===== src/rtl/uart_rx_fifo.sv =====
// UART receiver with start-glitch rejection, parity/framing checks
// and a first-word fall-through receive FIFO with valid/ready output.
module uart_rx_fifo #(
    parameter int CLKS_PER_BIT = 217,
    parameter int DATA_BITS    = 8,
    parameter int PARITY       = 0,
    parameter int STOP_BITS    = 1,
    parameter int FIFO_DEPTH   = 16
) (
    input  logic                          clk,
    input  logic                          reset,
    input  logic                          rxd,
    output logic [7:0]                    rx_data,
    output logic                          rx_valid,
    input  logic                          rx_ready,
    output logic [$clog2(FIFO_DEPTH):0]   fifo_count,
    output logic                          parity_err,
    output logic                          frame_err,
    output logic                          overrun,
    output logic                          busy
);

    localparam int CW = $clog2(CLKS_PER_BIT);
    localparam int AW = $clog2(FIFO_DEPTH);
    localparam int NW = AW + 1;

    localparam logic [CW-1:0] BIT_LAST  = CW'(CLKS_PER_BIT - 1);
    localparam logic [CW-1:0] HALF_LAST = CW'(CLKS_PER_BIT / 2 - 1);
    localparam logic [2:0]    IDX_LAST  = 3'(DATA_BITS - 1);
    localparam logic [NW-1:0] FULL_CNT  = NW'(FIFO_DEPTH);
    localparam logic          HAS_PAR   = (PARITY != 0);
    localparam logic          ODD       = (PARITY == 2);
    localparam logic          STOP_LAST = (STOP_BITS == 2);

    typedef enum logic [2:0] {
        S_IDLE,
        S_START,
        S_DATA,
        S_PAR,
        S_STOP,
        S_BREAK
    } state_t;

    logic                 s1_q;
    logic                 s2_q;
    logic                 rs;

    state_t               state_q, state_d;
    logic [CW-1:0]        cnt_q, cnt_d;
    logic [2:0]           idx_q, idx_d;
    logic                 stop_q, stop_d;
    logic [DATA_BITS-1:0] shift_q, shift_d;
    logic                 pbad_q, pbad_d;
    logic                 push_q, push_d;
    logic                 perr_q, perr_d;
    logic                 ferr_q, ferr_d;

    logic [7:0]           mem_q [FIFO_DEPTH];
    logic [AW-1:0]        wr_q, wr_d;
    logic [AW-1:0]        rd_q, rd_d;
    logic [NW-1:0]        count_q, count_d;
    logic [7:0]           hold_q, hold_d;
    logic                 ovr_q, ovr_d;
    logic [7:0]           byte_w;
    logic                 full;
    logic                 pop;
    logic                 do_push;

    // Two-flop synchronizer; reset loads the idle line level.
    always_ff @(posedge clk) begin
        if (reset) begin
            s1_q <= 1'b1;
            s2_q <= 1'b1;
        end else begin
            s1_q <= rxd;
            s2_q <= s1_q;
        end
    end

    assign rs = s2_q;

    // Receive FSM state and datapath registers.
    always_ff @(posedge clk) begin
        if (reset) begin
            state_q <= S_IDLE;
            cnt_q   <= '0;
            idx_q   <= '0;
            stop_q  <= 1'b0;
            shift_q <= '0;
            pbad_q  <= 1'b0;
            push_q  <= 1'b0;
            perr_q  <= 1'b0;
            ferr_q  <= 1'b0;
        end else begin
            state_q <= state_d;
            cnt_q   <= cnt_d;
            idx_q   <= idx_d;
            stop_q  <= stop_d;
            shift_q <= shift_d;
            pbad_q  <= pbad_d;
            push_q  <= push_d;
            perr_q  <= perr_d;
            ferr_q  <= ferr_d;
        end
    end

    // Next-state: mid-bit sampling, parity fold and frame verdict.
    always_comb begin
        state_d = state_q;
        cnt_d   = cnt_q;
        idx_d   = idx_q;
        stop_d  = stop_q;
        shift_d = shift_q;
        pbad_d  = pbad_q;
        push_d  = 1'b0;
        perr_d  = 1'b0;
        ferr_d  = 1'b0;
        unique case (state_q)
            S_IDLE: begin
                if (!rs) begin
                    cnt_d   = '0;
                    pbad_d  = 1'b0;
                    state_d = S_START;
                end
            end
            S_START: begin
                if (cnt_q == HALF_LAST) begin
                    cnt_d   = '0;
                    idx_d   = '0;
                    state_d = rs ? S_IDLE : S_DATA;
                end else begin
                    cnt_d = cnt_q + CW'(1);
                end
            end
            S_DATA: begin
                if (cnt_q == BIT_LAST) begin
                    cnt_d   = '0;
                    shift_d = {rs, shift_q[DATA_BITS-1:1]};
                    if (idx_q == IDX_LAST) begin
                        stop_d  = 1'b0;
                        state_d = HAS_PAR ? S_PAR : S_STOP;
                    end else begin
                        idx_d = idx_q + 3'd1;
                    end
                end else begin
                    cnt_d = cnt_q + CW'(1);
                end
            end
            S_PAR: begin
                if (cnt_q == BIT_LAST) begin
                    cnt_d   = '0;
                    pbad_d  = (^shift_q) ^ rs ^ ODD;
                    state_d = S_STOP;
                end else begin
                    cnt_d = cnt_q + CW'(1);
                end
            end
            S_STOP: begin
                if (cnt_q == BIT_LAST) begin
                    cnt_d = '0;
                    if (!rs) begin
                        ferr_d  = 1'b1;
                        state_d = S_BREAK;
                    end else if (stop_q == STOP_LAST) begin
                        perr_d  = pbad_q;
                        push_d  = !pbad_q;
                        state_d = S_IDLE;
                    end else begin
                        stop_d = 1'b1;
                    end
                end else begin
                    cnt_d = cnt_q + CW'(1);
                end
            end
            S_BREAK: begin
                if (rs) begin
                    state_d = S_IDLE;
                end
            end
            default: begin
                state_d = S_IDLE;
            end
        endcase
    end

    // Zero-extend the assembled character to the byte-wide FIFO.
    always_comb begin
        byte_w                = '0;
        byte_w[DATA_BITS-1:0] = shift_q;
    end

    assign full    = (count_q == FULL_CNT);
    assign pop     = rx_valid && rx_ready;
    assign do_push = push_q && (!full || pop);

    // FIFO storage; written only on an accepted push.
    always_ff @(posedge clk) begin
        if (do_push) begin
            mem_q[wr_q] <= byte_w;
        end
    end

    // FIFO pointers, occupancy, last-popped byte and overrun pulse.
    always_ff @(posedge clk) begin
        if (reset) begin
            wr_q    <= '0;
            rd_q    <= '0;
            count_q <= '0;
            hold_q  <= '0;
            ovr_q   <= 1'b0;
        end else begin
            wr_q    <= wr_d;
            rd_q    <= rd_d;
            count_q <= count_d;
            hold_q  <= hold_d;
            ovr_q   <= ovr_d;
        end
    end

    // FIFO next-state: simultaneous push and pop leave count unchanged.
    always_comb begin
        wr_d    = wr_q;
        rd_d    = rd_q;
        count_d = count_q;
        hold_d  = hold_q;
        ovr_d   = push_q && full && !pop;
        if (do_push) begin
            wr_d = wr_q + AW'(1);
        end
        if (pop) begin
            rd_d   = rd_q + AW'(1);
            hold_d = mem_q[rd_q];
        end
        if (do_push && !pop) begin
            count_d = count_q + NW'(1);
        end else if (pop && !do_push) begin
            count_d = count_q - NW'(1);
        end
    end

    assign rx_valid   = (count_q != '0);
    assign rx_data    = rx_valid ? mem_q[rd_q] : hold_q;
    assign fifo_count = count_q;
    assign parity_err = perr_q;
    assign frame_err  = ferr_q;
    assign overrun    = ovr_q;
    assign busy       = (state_q != S_IDLE);

endmodule

===== config.mk =====
export PLATFORM = sky130hd
export DESIGN_NAME = uart_rx_fifo
export DESIGN_NICKNAME = d
export VERILOG_FILES = /design/src/rtl/uart_rx_fifo.sv
export SDC_FILE = /design/constraint.sdc
export NUM_CORES = 1
export LEC_CHECK = 0
export ABC_AREA = 1
export BUFFER_PORTS_ARGS = -buffer_cell sky130_fd_sc_hd__buf_2
export CORE_MARGIN = 2
export CORE_UTILIZATION = 46
export DETAILED_ROUTE_END_ITERATION = 8
export PLACE_DENSITY = 0.66
export SYNTH_ARGS = -nofsm -noshare
export SYNTH_HDL_FRONTEND = slang
export SYNTH_SLANG_ARGS = --single-unit

===== constraint.sdc =====
create_clock -name clk -period 4.6 [get_ports clk]
set_input_delay 0.46 -clock clk [delete_from_list [all_inputs] [get_ports clk]]
set_output_delay 0.46 -clock clk [all_outputs]
set_load 0.005 [all_outputs]

; ---- Word-level counts from Yosys, hierarchy flattened
; Memories as Yosys holds them, arrays and structs flattened. A register that Yosys moved wholly into a read port is not among the register bits.
; Index checks and enable logic that the tools add are counted.
[op_classes]
n_addsub = 6
eq_ne = 19
muxes = 36
bitwise = 4
n_reduce_logical = 29
[op_table]
columns = op, n
row1 = 2-to-1 mux 3 bit, 12
row2 = 2-to-1 mux 8 bit, 4
row3 = one-hot mux 8 bit (3 select lines), 1
row4 = "!= test 2 bit, second input constant", 9
row5 = one-hot mux 3 bit (6 select lines), 1
row6 = 2-to-1 mux 1 bit, 10
row7 = 2-to-1 mux 5 bit, 2
row8 = "== test 3 bit, second input constant", 3
row9 = "adder 4 x 1 -> 4 bit, second input constant", 2
row10 = "adder 8 x 1 -> 8 bit, second input constant", 1
row11 = "== test 8 x 7 -> 1 bit, second input constant", 1
row12 = "== test 8 bit, second input constant", 1
row13 = 2-to-1 mux 4 bit, 2
row14 = AND reduction 8 bit, 1
row15 = nonzero test 2 bit, 4
row16 = parity 8 bit, 1
row17 = "== test 3 x 2 -> 1 bit, second input constant", 2
row18 = logical AND 1 bit, 6
row19 = one-hot mux 3 bit (2 select lines), 1
row20 = nonzero test 3 bit, 2
row21 = OR reduction 3 bit, 2
row22 = "adder 5 x 1 -> 5 bit, second input constant", 1
row23 = "== test 5 bit, second input constant", 1
row24 = AND reduction 5 bit, 1
row25 = other kinds (16), 23
[totals]
ff_bits = 51
ram_bits = 128
inputBits = 4
memories = 1
[memory_table]
columns = name, depth, word_bits, rd, rd_clocked_by_memory_dff, wr, line
row1 = mem_q, 16, 8, 1, 1, 1, 58  ; logic [7:0] mem_q [FIFO_DEPTH];

; ---- Logic depth before layout (Yosys ltp)
; Gate-level depths: netlist of run 1.
[logic_depth]
depth_word = 8
mapped_depth = 15
depth_no_buf = 15

; ---- Worst setup path before layout of run 1
; No wires, ideal clock.
[synth_timing]
path_kind = reg2reg
startpoint = reg count_q[0], in the netlist fifo_count[0]
endpoint = reg count_q[4], in the netlist fifo_count[4]
setup_ns = 0.122
arrival_ns = 2.126
path_slack_ns = 2.352
path_stages_with_launch = 16
path_buffers = 1
period_less_slack_ns = 2.248
path_cell_list = dfxtp_1 > nor2_1 > nand3_1 > inv_1 > nand2_2 > nand2_1 > buf_2 > ha_1 > inv_1 > fa_1 > nand3_1 > nand2_1 > a21oi_1 > o21ai_0 > o21ai_0 > a21oi_1
[synth_via]
elab_chain_len = 7
[synth_rtl]
columns = element, line
row1 = start: declaration, 61  ; logic [NW-1:0] count_q, count_d;
row2 = start signal: assignment, 214  ; count_q <= count_d;
row3 = branches (longest 7 deep; another with subtractor 5 x 1 -> 5 bit), -
; Parallel ways; which one is timed is not known. The select of a mux whose other input is x is not followed.
; A chain may end at the register's enable or synchronous reset.

==> results of run 1 <==
-- metal layers --
metal  track usage [%]  part of all wire [%]
met2             31.38                    48
met5                 0                     0
met4             8.681                   3.0
met3             3.729                   5.5
met1             25.55                    44
-- cells in the final DEF, fill, tap and decap left out, types with 6 or more instances in the layout --
master	netlist	routed
edfxtp_1	128	128
clkbuf_16	0	17
nand2_2	7	7
inv_1	129	129
nor2_1	49	49
o21ai_0	60	60
dfxtp_1	54	52
nand3_1	71	71
xor2_1	6	6
a21oi_1	70	70
nand2_1	133	133
o211ai_1	32	32
buf_2	16	21
ha_1	13	13
nor3_1	7	7
-- power breakdown --
part	internal (uW)	total (uW)	switching, uW
logic	440	1190	752
clock network	825	1510	687
registers	1820	1990	171
-- layout make-up --
type	instances	area (um2)
well taps	225	281.5
inverters	132	495.5
clock buffers	17	425.4
multi-input cells	474	2427
repair buffers	25	135.1
fillers	1539	8294
clock inverters	15	187.7
flip-flops and latches	182	4930
-- kinds of logic after synthesis --
kind of cell / Yosys count / synth area share, %
AND/OR/NAND/NOR: 279 / 15.06
flip-flops: 182 / 61.37
AO/OA/AOI/OAI: 170 / 11.71
buffers and inverters: 165 / 8.388
adder cells (fa/ha/maj): 14 / 2.276
XOR/XNOR: 11 / 1.200
-- worst max path at each step --
| stage | start | end | slack, ps | cells after the start |
|---|---|---|---|---|
| floorplan | fifo_count[0]$_SDFFE_PP0P_ | fifo_count[4]$_SDFFE_PP0P_ | 2350 | 15 |
| global placement | fifo_count[0]$_SDFFE_PP0P_ | fifo_count[4]$_SDFFE_PP0P_ | 1980 | 14 |
| detailed placement | fifo_count[0]$_SDFFE_PP0P_ | fifo_count[4]$_SDFFE_PP0P_ | 1920 | 14 |
| CTS | flop | rx_data[1] | 1510 | 9 |
| global route | flop | rx_data[0] | 1340 | 9 |
| finish | flop | rx_data[1] | 1530 | 9 |
-- per-stage QoR --
step	cells	area (um2)
finish	1070	8882
global route	1070	8882
CTS	1070	8882
detailed placement	1038	8269
global placement	1038	8269
floorplan	821	8025
-- worst max-delay path, cell delays in order (launching register included) --
cell     delay, ps
dfxtp_4        730
buf_4          440
a21oi_1        120
o21ai_0        160
nand3_1        160
nand3_1        200
nand2_1         80
nand2_1         60
o21ai_1         60
buf_2          130
-- flip-flops by register name (all words and copies together), names as in the netlist, named ones only --
signal and count:
mem_q 128, byte_w 8, cnt_q 8, hold_q 8
fifo_count 5, rd_q 4, wr_q 4, idx_q 3
state_q 3, frame_err 1, overrun 1, parity_err 1
pbad_q 1, push_q 1, rs 1, s1_q 1
==> summary.md, run 1 <==
| Metric | Value |
|---|---|
| Peak supply drop | 0.0004137 V |
| Relative slew margins | around 28% |
| Leak pwr | around 0.0035 uW |
| Setup_tns | 0 ps |
| ANT cells | 0 |
| Synth Flop Type | edfxtp_1 |
| Io pins | 22 |
| Worst r2r src | fifo_count[0]$_SDFFE_PP0P_ |
| Hold Crit Start | rxd |
| I/O Buffers | 21 |
| Post-route clock skew | between 10 and 15 ps |
| Initial cell density of the core | approximately 47% |
| WHS Path Cells | 2 |
| Via count | ~5600 |
| Crit. End Element | output pin |
| Warnings from Yosys | 0 |
| Final worst-path cycle share | 66.65% |
| Startpoint Class | flop |
| Gr usage total | 19.45% |
| Max Root-Sink Buffers | 2 |
| Post-layout util | 51.71% |
| Hold Path Sink | s1_q$_SDFF_PP1_ |
| Setup repair bufs after CTS | 0 |
| Final setup fails | 0 |
| Final wirelength | 17040 um |
| Die ar. | between 15000 and 20000 um2 |
| RSZ-0062 raised after global routing | no |
| Gr ovfl total | 0 |
| Worst-path clk slew | ~70 ps |
| Via density | 5.217 |
| Worst setup margin | 1534 ps |
| Starting DRT DRC Count | between 400 and 500 |
| Cts bufs inserted | 17 |
| Antenna violations before repair | 0 |
| Post-synth top area share | a little under half |
| Reg2reg end | fifo_count[4]$_SDFFE_PP0P_ |
| PwrDens | 528.4 nW/um2 |
| H-tree depth | 4 |
| Final hold slack | between 200 and 250 ps |
| Final nets | between 800 and 900 |
| DRT Pass-1 Iters | 5 |
| HPWL Detailed | 10540 um |
| Die Width | about 140 um |
| Critical Path AT | between 2000 and 3000 ps |
| WP data required | 4140 ps |
| FP Rows | 48 |
| Top cells by count, synth | nand2_1, inv_1, edfxtp_1 |
| Synth-to-Final Area Change | 10.68% |
| Yosys top cell by area | edfxtp_1 |
| First-pass GRT wire length | between 20000 and 30000 um |
| Worst-margin pin slew | 1085 ps |
| Post-synth ARST share | 0% |
| Synthesized net count | about 840 |
| Post-layout minimum cycle time | a little over 3000 ps |
| # Max-Cap Violations | 0 |
| CTS tree | built |
| Synth unique cells | 30 |
| Status | finished clean |
| Vias in the first global route | 5228 |
| Drt wl/cell | about 16 um |
| CTS Hold Bufs | 0 |
| Post-route ant nets | 0 |
| Post-synth EDFFs | between 100 and 150 |
| #FFs+latches synth | about 180 |
| Clock sinks | 182 |
| Design Power | about 4700 uW |
| Largest net degree at the start of global routing | 65 |
| Final slew viol count | 0 |
| Top post-synthesis cells by area | edfxtp_1, dfxtp_1, nand2_1 |
| Share of layout cells above drive strength 1 | under 10% |
| Worst min-delay path class | primary input to flop |
| Final Hold Violating Endpoints | 0 |
| Area of the core | roughly 17000 um2 |
| Worst slack at placement | 1924 ps |
| Mapped Area | between 8000 and 9000 um2 |
| Fmax | ~330 MHz |
| Crit path max fanout | between 60 and 70 |
| Critical path class | flop to output pin |
| Sequential area share after synthesis | between 60% and 70% |
| Reg2Reg Setup Slack | about 1900 ps |
| Drt drc | 0 |
| Die outline height | 136.1 um |
| Clk Latency, worst-skew pair | 440 ps |
| Path depth of the worst reg2reg path | 14 |
| Root buffer cell | clkbuf_16 |
| Mean post-synth cell area | 9.775 um2 |
| Routability Congestion | between 0.8 and 0.9 |
| # resized after CTS | 0 |
| Count leader, synth | nand2_1 |
| Cells after Synth | 821 |
(Power assumes the default switching activity.)
==> run 2: changes to the inputs <==
Clock period 4.6 ns to 2.95 ns, I/O delays scaled along.
==> run 2 against run 1 <==
Net effect: worst setup slack got worse by 1100 ps; wire length fell by 4.5%; power rose by 52%; sequential cell count did not move; register-to-register slack got worse by 1400 ps; critical path type unchanged; critical endpoint is now rx_data[6].
==> summary.md, run 2 (synthesized netlist as in run 1, its figures left out) <==
| Metric | Value |
|---|---|
| Crit path max fanout | 47 (-27%) |
| # resized after CTS | 0 (unchanged) |
| Fmax | between 400 and 500 MHz |
| Gr usage total | 18.36% (-1.1 points) |
| Final wirelength | 16280 um (-4.5%) |
| FP Rows | 48 (unchanged) |
| Status | finished clean |
| Root buffer cell | clkbuf_16 |
| Max layer used | met4 |
| Biggest register | mem_q |
| ANT cells | 0 (unchanged) |
| H-tree depth | 4 (unchanged) |
| Peak supply drop | 0.0005837 V (+41%) |
| I/O Buffers | 21 (unchanged) |
| Startpoint Class | flop |
| First-pass GRT wire length | 25700 um (-5.2%) |
| Die Width | 136.1 um (unchanged) |
| Post-route ant nets | 0 (unchanged) |
| Initial cell density of the core | 46.72% (unchanged) |
| Drt wl/cell | 15.07 um (-5.4%) |
| Via count | 5453 (-2.3%) |
| Area of the core | 17180 um2 (unchanged) |
| Crit. End Element | output pin |
| Post-layout minimum cycle time | around 2500 ps |
| Share of layout cells above drive strength 1 | 10.41% (+1.1 points) |
| HPWL Detailed | 10610 um (+0.68%) |
| WP data required | 2650 ps (-1490 ps) |
| Relative slew margins | 42.91% (+15 points) |
| Final Hold Violating Endpoints | 0 (unchanged) |
| Die ar. | 18520 um2 (unchanged) |
| PwrDens | 797.5 nW/um2 (+51%) |
| Cts bufs inserted | 17 (unchanged) |
| Final setup fails | 0 (unchanged) |
| Metal3 WL | 590 um (-37%) |
| Critical path class | flop to output pin |
| CTS Hold Bufs | 0 (unchanged) |
| Placed cell count | 1048 (+0.96%) |
| Via density | 5.049 (-3.2%) |
| Worst min-delay path class | primary input to flop |
| Met1 wire length | 7494 um (+0.97%) |
| Gr ovfl total | 0 (unchanged) |
| Fill cells | 1563 (+1.6%) |
| Final nets | 860 (+1.2%) |
| Final worst-path cycle share | 84.31% |
| Max Root-Sink Buffers | 2 (unchanged) |
| Final slew viol count | 0 (unchanged) |
| Clk Latency, worst-skew pair | 430 ps (about the same) |
| Routability Congestion | 0.8760 (+1.4%) |
| Worst-path clk slew | 70 ps (about the same) |
| Cell Count, Final, Fillers Out | 1080 (+0.93%) |
| Commonest non-fill, non-tap cell in the layout | nand2_1 |
| Starting DRT DRC Count | 427 (-7.8%) |
| Leak pwr | 0.003552 uW (+0.91%) |
| Drt drc | 0 (unchanged) |
| Critical Path AT | 2190 ps (-420 ps) |
| DRT Pass-1 Iters | 6 (+1) |
| RSZ-0062 raised after global routing | no |
| Vias in the first global route | 4965 (-5.0%) |
| Final hold slack | 41.82 ps (-160.5 ps) |
| Largest register FFs | 128 (unchanged) |
| Setup repair bufs after CTS | 0 (unchanged) |
| Post-route clock skew | 11.57 ps (-0.1823 ps) |
| # Max-Cap Violations | 0 (unchanged) |
| CTS tree | built |
| Die outline height | 136.1 um (unchanged) |
| Synth-to-Final Area Change | 11.37% |
| Worst-margin pin slew | 855.2 ps (-229.7 ps) |
| Largest net degree at the start of global routing | 49 (-25%) |
| Routed length on met2 | 7900 um (-3.4%) |
| Io pins | 22 (unchanged) |
| Antenna violations before repair | 0 (unchanged) |
| Setup_tns | 0 ps (unchanged) |
| Clock sinks | 182 (unchanged) |
| Commonest non-fill, non-tap cells in the layout | nand2_1, inv_1, edfxtp_1 |
==> run 2: cell count changes in the layout (fill, tap and decap cells not counted), sizes merged <==
cell,before,now
buf,25,35
clkinv,6,0
inv,138,144
bufinv,2,0
clkinvlp,1,3
==> run 2: through the flow <==
| stage | total power (uW) | util (%) | worst slack [ps] | instance area [um2] |
|---|---|---|---|---|
| detailed placement | 5045 | 48.80 | 531.5 | 8382 |
| CTS | 7169 | 52.03 | 447.5 | 8937 |
| floorplan | 4542 | - | 702.2 | 8025 |
| global route | 7580 | 52.03 | 145.4 | 8937 |
| finish | 7128 | 52.03 | 462.9 | 8937 |
| global placement | 5027 | 48.80 | 587.5 | 8382 |
==> run 2: final cells by class <==
type	instances	area, um2	area share, %
inverter	132	495.5	5.544
clock buffer	17	425.4	4.760
multi-input combinational	474	2427	27.16
sequential	182	4930	55.16
clock inverter	15	130.1	1.456
timing repair buffer	35	247.7	2.772
tap	225	281.5	3.150
==> run 2: final timing paths <==
path / startpoint / endpoint / slack (ps) / cells after the start
worst max register to register: fifo_count[0]$_SDFFE_PP0P_ / fifo_count[4]$_SDFFE_PP0P_ / 500 / 15
worst min register to register: s1_q$_SDFF_PP1_ / rs$_SDFF_PP1_ / 420 / 1
worst min-delay path: rxd / s1_q$_SDFF_PP1_ / 40 / 2
worst max-delay path: flop / rx_data[6] / 460 / 9
==> run 2: critical path: stages (launching register included) <==
cell	delay, ps
dfxtp_4	620
buf_12	260
nand2_1	70
o211ai_1	120
nand3_1	120
nand3_1	210
nand2_1	70
nand2_1	70
o21ai_1	70
buf_2	130
==> run 2: power breakdown <==
part / switching (uW) / internal, uW
combinational: 1230 / 730
sequential: 181 / 2840
clock: 1040 / 1110
==> run 2: metal layers <==
metal	GRT usage, %	vias to the layer above
li1	-	2802
met3	3.468	23
met5	0	-
met1	24.99	2529
met2	29.37	99
met4	6.713	0
==> run 3: changes to the inputs <==
Settings changed: PLACE_DENSITY 0.66 to 0.68.
Clock period 2.95 ns to 2.15 ns, I/O delays scaled along.
==> run 3 against run 2 <==
Net effect: the run now ends with negative setup slack left; register-to-register slack worse by 370 ps; hold slack improved by 43 ps; power rose by 52%; clock power is 42% higher; critical endpoint is now rx_data[1]; largest cell class unchanged; first-iteration DRC count rose by 24%; largest power group unchanged; sequential cell count stayed put; sequential share of layout area decreased by 3.9 points; design area grew 7.7%.
==> summary.md, run 3 (synthesized netlist as in run 1, its figures left out) <==
| Metric | Value |
|---|---|
| Final nets | 901 (+4.8%) |
| Worst-margin pin slew | 675.2 ps (-180.0 ps) |
| Commonest non-fill, non-tap cells in the layout | nand2_1, edfxtp_1, inv_1 |
| Crit. End Element | output pin |
| Drt drc | 0 (unchanged) |
| Final worst-path cycle share | 102.5% |
| # Max-Cap Violations | 0 (unchanged) |
| Post-route clock skew | 15.22 ps (+3.654 ps) |
| RSZ-0062 raised after global routing | yes |
| Critical Path AT | 1990 ps (-200 ps) |
| Die outline height | 136.1 um (unchanged) |
| DRT Pass-1 Iters | 5 (-1) |
| Drt wl/cell | 16.53 um (+9.7%) |
| H-tree depth | 4 (unchanged) |
| First-pass GRT wire length | 26250 um (+2.1%) |
| Placed cell count | 1070 (+2.1%) |
| Leak pwr | 0.003855 uW (+8.5%) |
| Post-layout minimum cycle time | 2205 ps |
| Peak supply drop | 0.0007832 V (+34%) |
| WP data required | 1930 ps (-720 ps) |
| Cts bufs inserted | 17 (unchanged) |
| Reg2reg end | fifo_count[4]$_SDFFE_PP0P_ |
| Io pins | 22 (unchanged) |
| Largest net degree at the start of global routing | 49 (unchanged) |
| Gr ovfl total | 0 (unchanged) |
| Worst setup path endpoint | rx_data[1] |
| Worst-path clk slew | 80 ps (about the same) |
| Max Root-Sink Buffers | 2 (unchanged) |
| Commonest non-fill, non-tap cell in the layout | nand2_1 |
| Die Width | 136.1 um (unchanged) |
| Worst min-delay path class | primary input to flop |
| Critical path class | flop to output pin |
| Path depth of the worst reg2reg path | 15 (unchanged) |
| HPWL Detailed | 10480 um (-1.3%) |
| I/O Buffers | 21 (unchanged) |
| ANT cells | 0 (unchanged) |
| Largest register FFs | 128 (unchanged) |
| Status | complete, but fails checks |
| Cell Count, Final, Fillers Out | 1121 (+3.8%) |
| Final setup fails | 6 (+6) |
| Initial cell density of the core | 46.72% (unchanged) |
| Post-route ant nets | 0 (unchanged) |
| Worst r2r src | fifo_count[3]$_SDFFE_PP0P_ |
| Root buffer cell | clkbuf_16 |
| Final slew viol count | 0 (unchanged) |
| Reg2Reg Setup Slack | 130 ps (-370 ps) |
| Via density | 5.213 (+3.3%) |
| Relative slew margins | 54.94% (+12 points) |
| Synth-to-Final Area Change | 19.94% |
| Design Power | 10830 uW (+52%) |
| Failing checks | negative setup slack |
| Vias in the first global route | 5063 (+2.0%) |
| Share of layout cells above drive strength 1 | 18.97% (+8.6 points) |
| Area of the core | 17180 um2 (unchanged) |
| PwrDens | 1125 nW/um2 (+41%) |
| Gr usage total | 18.87% (+0.52 points) |
| Starting DRT DRC Count | 529 (+24%) |
| Clk Latency, worst-skew pair | 440 ps (about the same) |
| Routability Congestion | 0.8542 (-2.5%) |
| Startpoint Class | flop |
| Fmax | about 450 MHz |
| Die ar. | 18520 um2 (unchanged) |
| Worst setup margin | -54.52 ps (-517.4 ps) |
| Post-layout util | 56.04% (+4.0 points) |
| Final wirelength | 18530 um (+14%) |
| Biggest register | mem_q |
| FP Rows | 48 (unchanged) |
| CTS tree | built |
| Antenna violations before repair | 0 (unchanged) |
| Clock sinks | 182 (unchanged) |
| Via count | 5844 (+7.2%) |
| Crit path max fanout | 12 (-74%) |
| Final Hold Violating Endpoints | 0 (unchanged) |
## run 3: power by group
group	internal, uW	leakage [uW]	switching, uW
logic	1550	0.00164	2170
registers	3900	0.00193	158
clock network	1560	0.000282	1500
## run 3: critical path: stages, from the launching register on
cell,delay [ps]
dfxtp_4,380
buf_6,150
buf_8,150
a21oi_2,130
o21ai_0,110
nand3_1,130
nand3_2,150
nand2_1,110
nand2_1,50
o21ai_1,60
buf_2,120
## run 3: layer usage
layer	track usage, %	vias to the layer above	wire length [um]	share of wire, %
met4	8.623	0	626	3.4
met1	24.85	2754	7942	43
met2	29.90	170	8913	48
li1	-	2886	-	-
met5	0	-	0	0
met3	4.101	34	1046	5.6
## run 3: timing repair
action / CTS / global route
endpoints found under the hold margin: 1 / 0
gates cloned: 2 / 9
endpoints found under the setup margin: 7 / 10
hold buffers: 1 / 0
pin swaps: 0 / 30
gates resized for setup: 11 / 57
buffers inserted: 0 / 7
## run 3: area by class of cell
| class | instances | area, um2 |
|---|---|---|
| clock inverter | 15 | 155.1 |
| fill | 1440 | 7551 |
| sequential | 182 | 4937 |
| multi-input combinational | 474 | 2600 |
| inverter | 132 | 498.0 |
| timing repair buffer | 76 | 728.2 |
| tap | 225 | 281.5 |
| clock buffer | 17 | 425.4 |
## run 3: per-stage QoR
step	worst slack [ps]	hold WS (ps)	TNS [ps]	instance area [um2]
2_1_floorplan	24.02	318.8	0	8033
3_3_place_gp	65.26	402.3	0	8552
3_5_place_dp	48.53	399.8	0	8552
4_1_cts	-6.649	98.71	-9.830	9260
5_1_grt	-148.3	100.4	-861.3	9625
6_report	-54.52	84.44	-202.0	9625
## run 3: worst min path at each step
| stage | from | endpoint | cells past startpoint |
|---|---|---|---|
| after floorplan | rxd | s1_q$_SDFF_PP1_ | 1 |
| after global routing | rx_ready | overrun$_SDFF_PP0_ | 4 |
| after CTS | rx_ready | overrun$_SDFF_PP0_ | 4 |
| after global placement | s1_q$_SDFF_PP1_ | rs$_SDFF_PP1_ | 1 |
| final | rx_ready | overrun$_SDFF_PP0_ | 4 |
| after detailed placement | s1_q$_SDFF_PP1_ | rs$_SDFF_PP1_ | 1 |
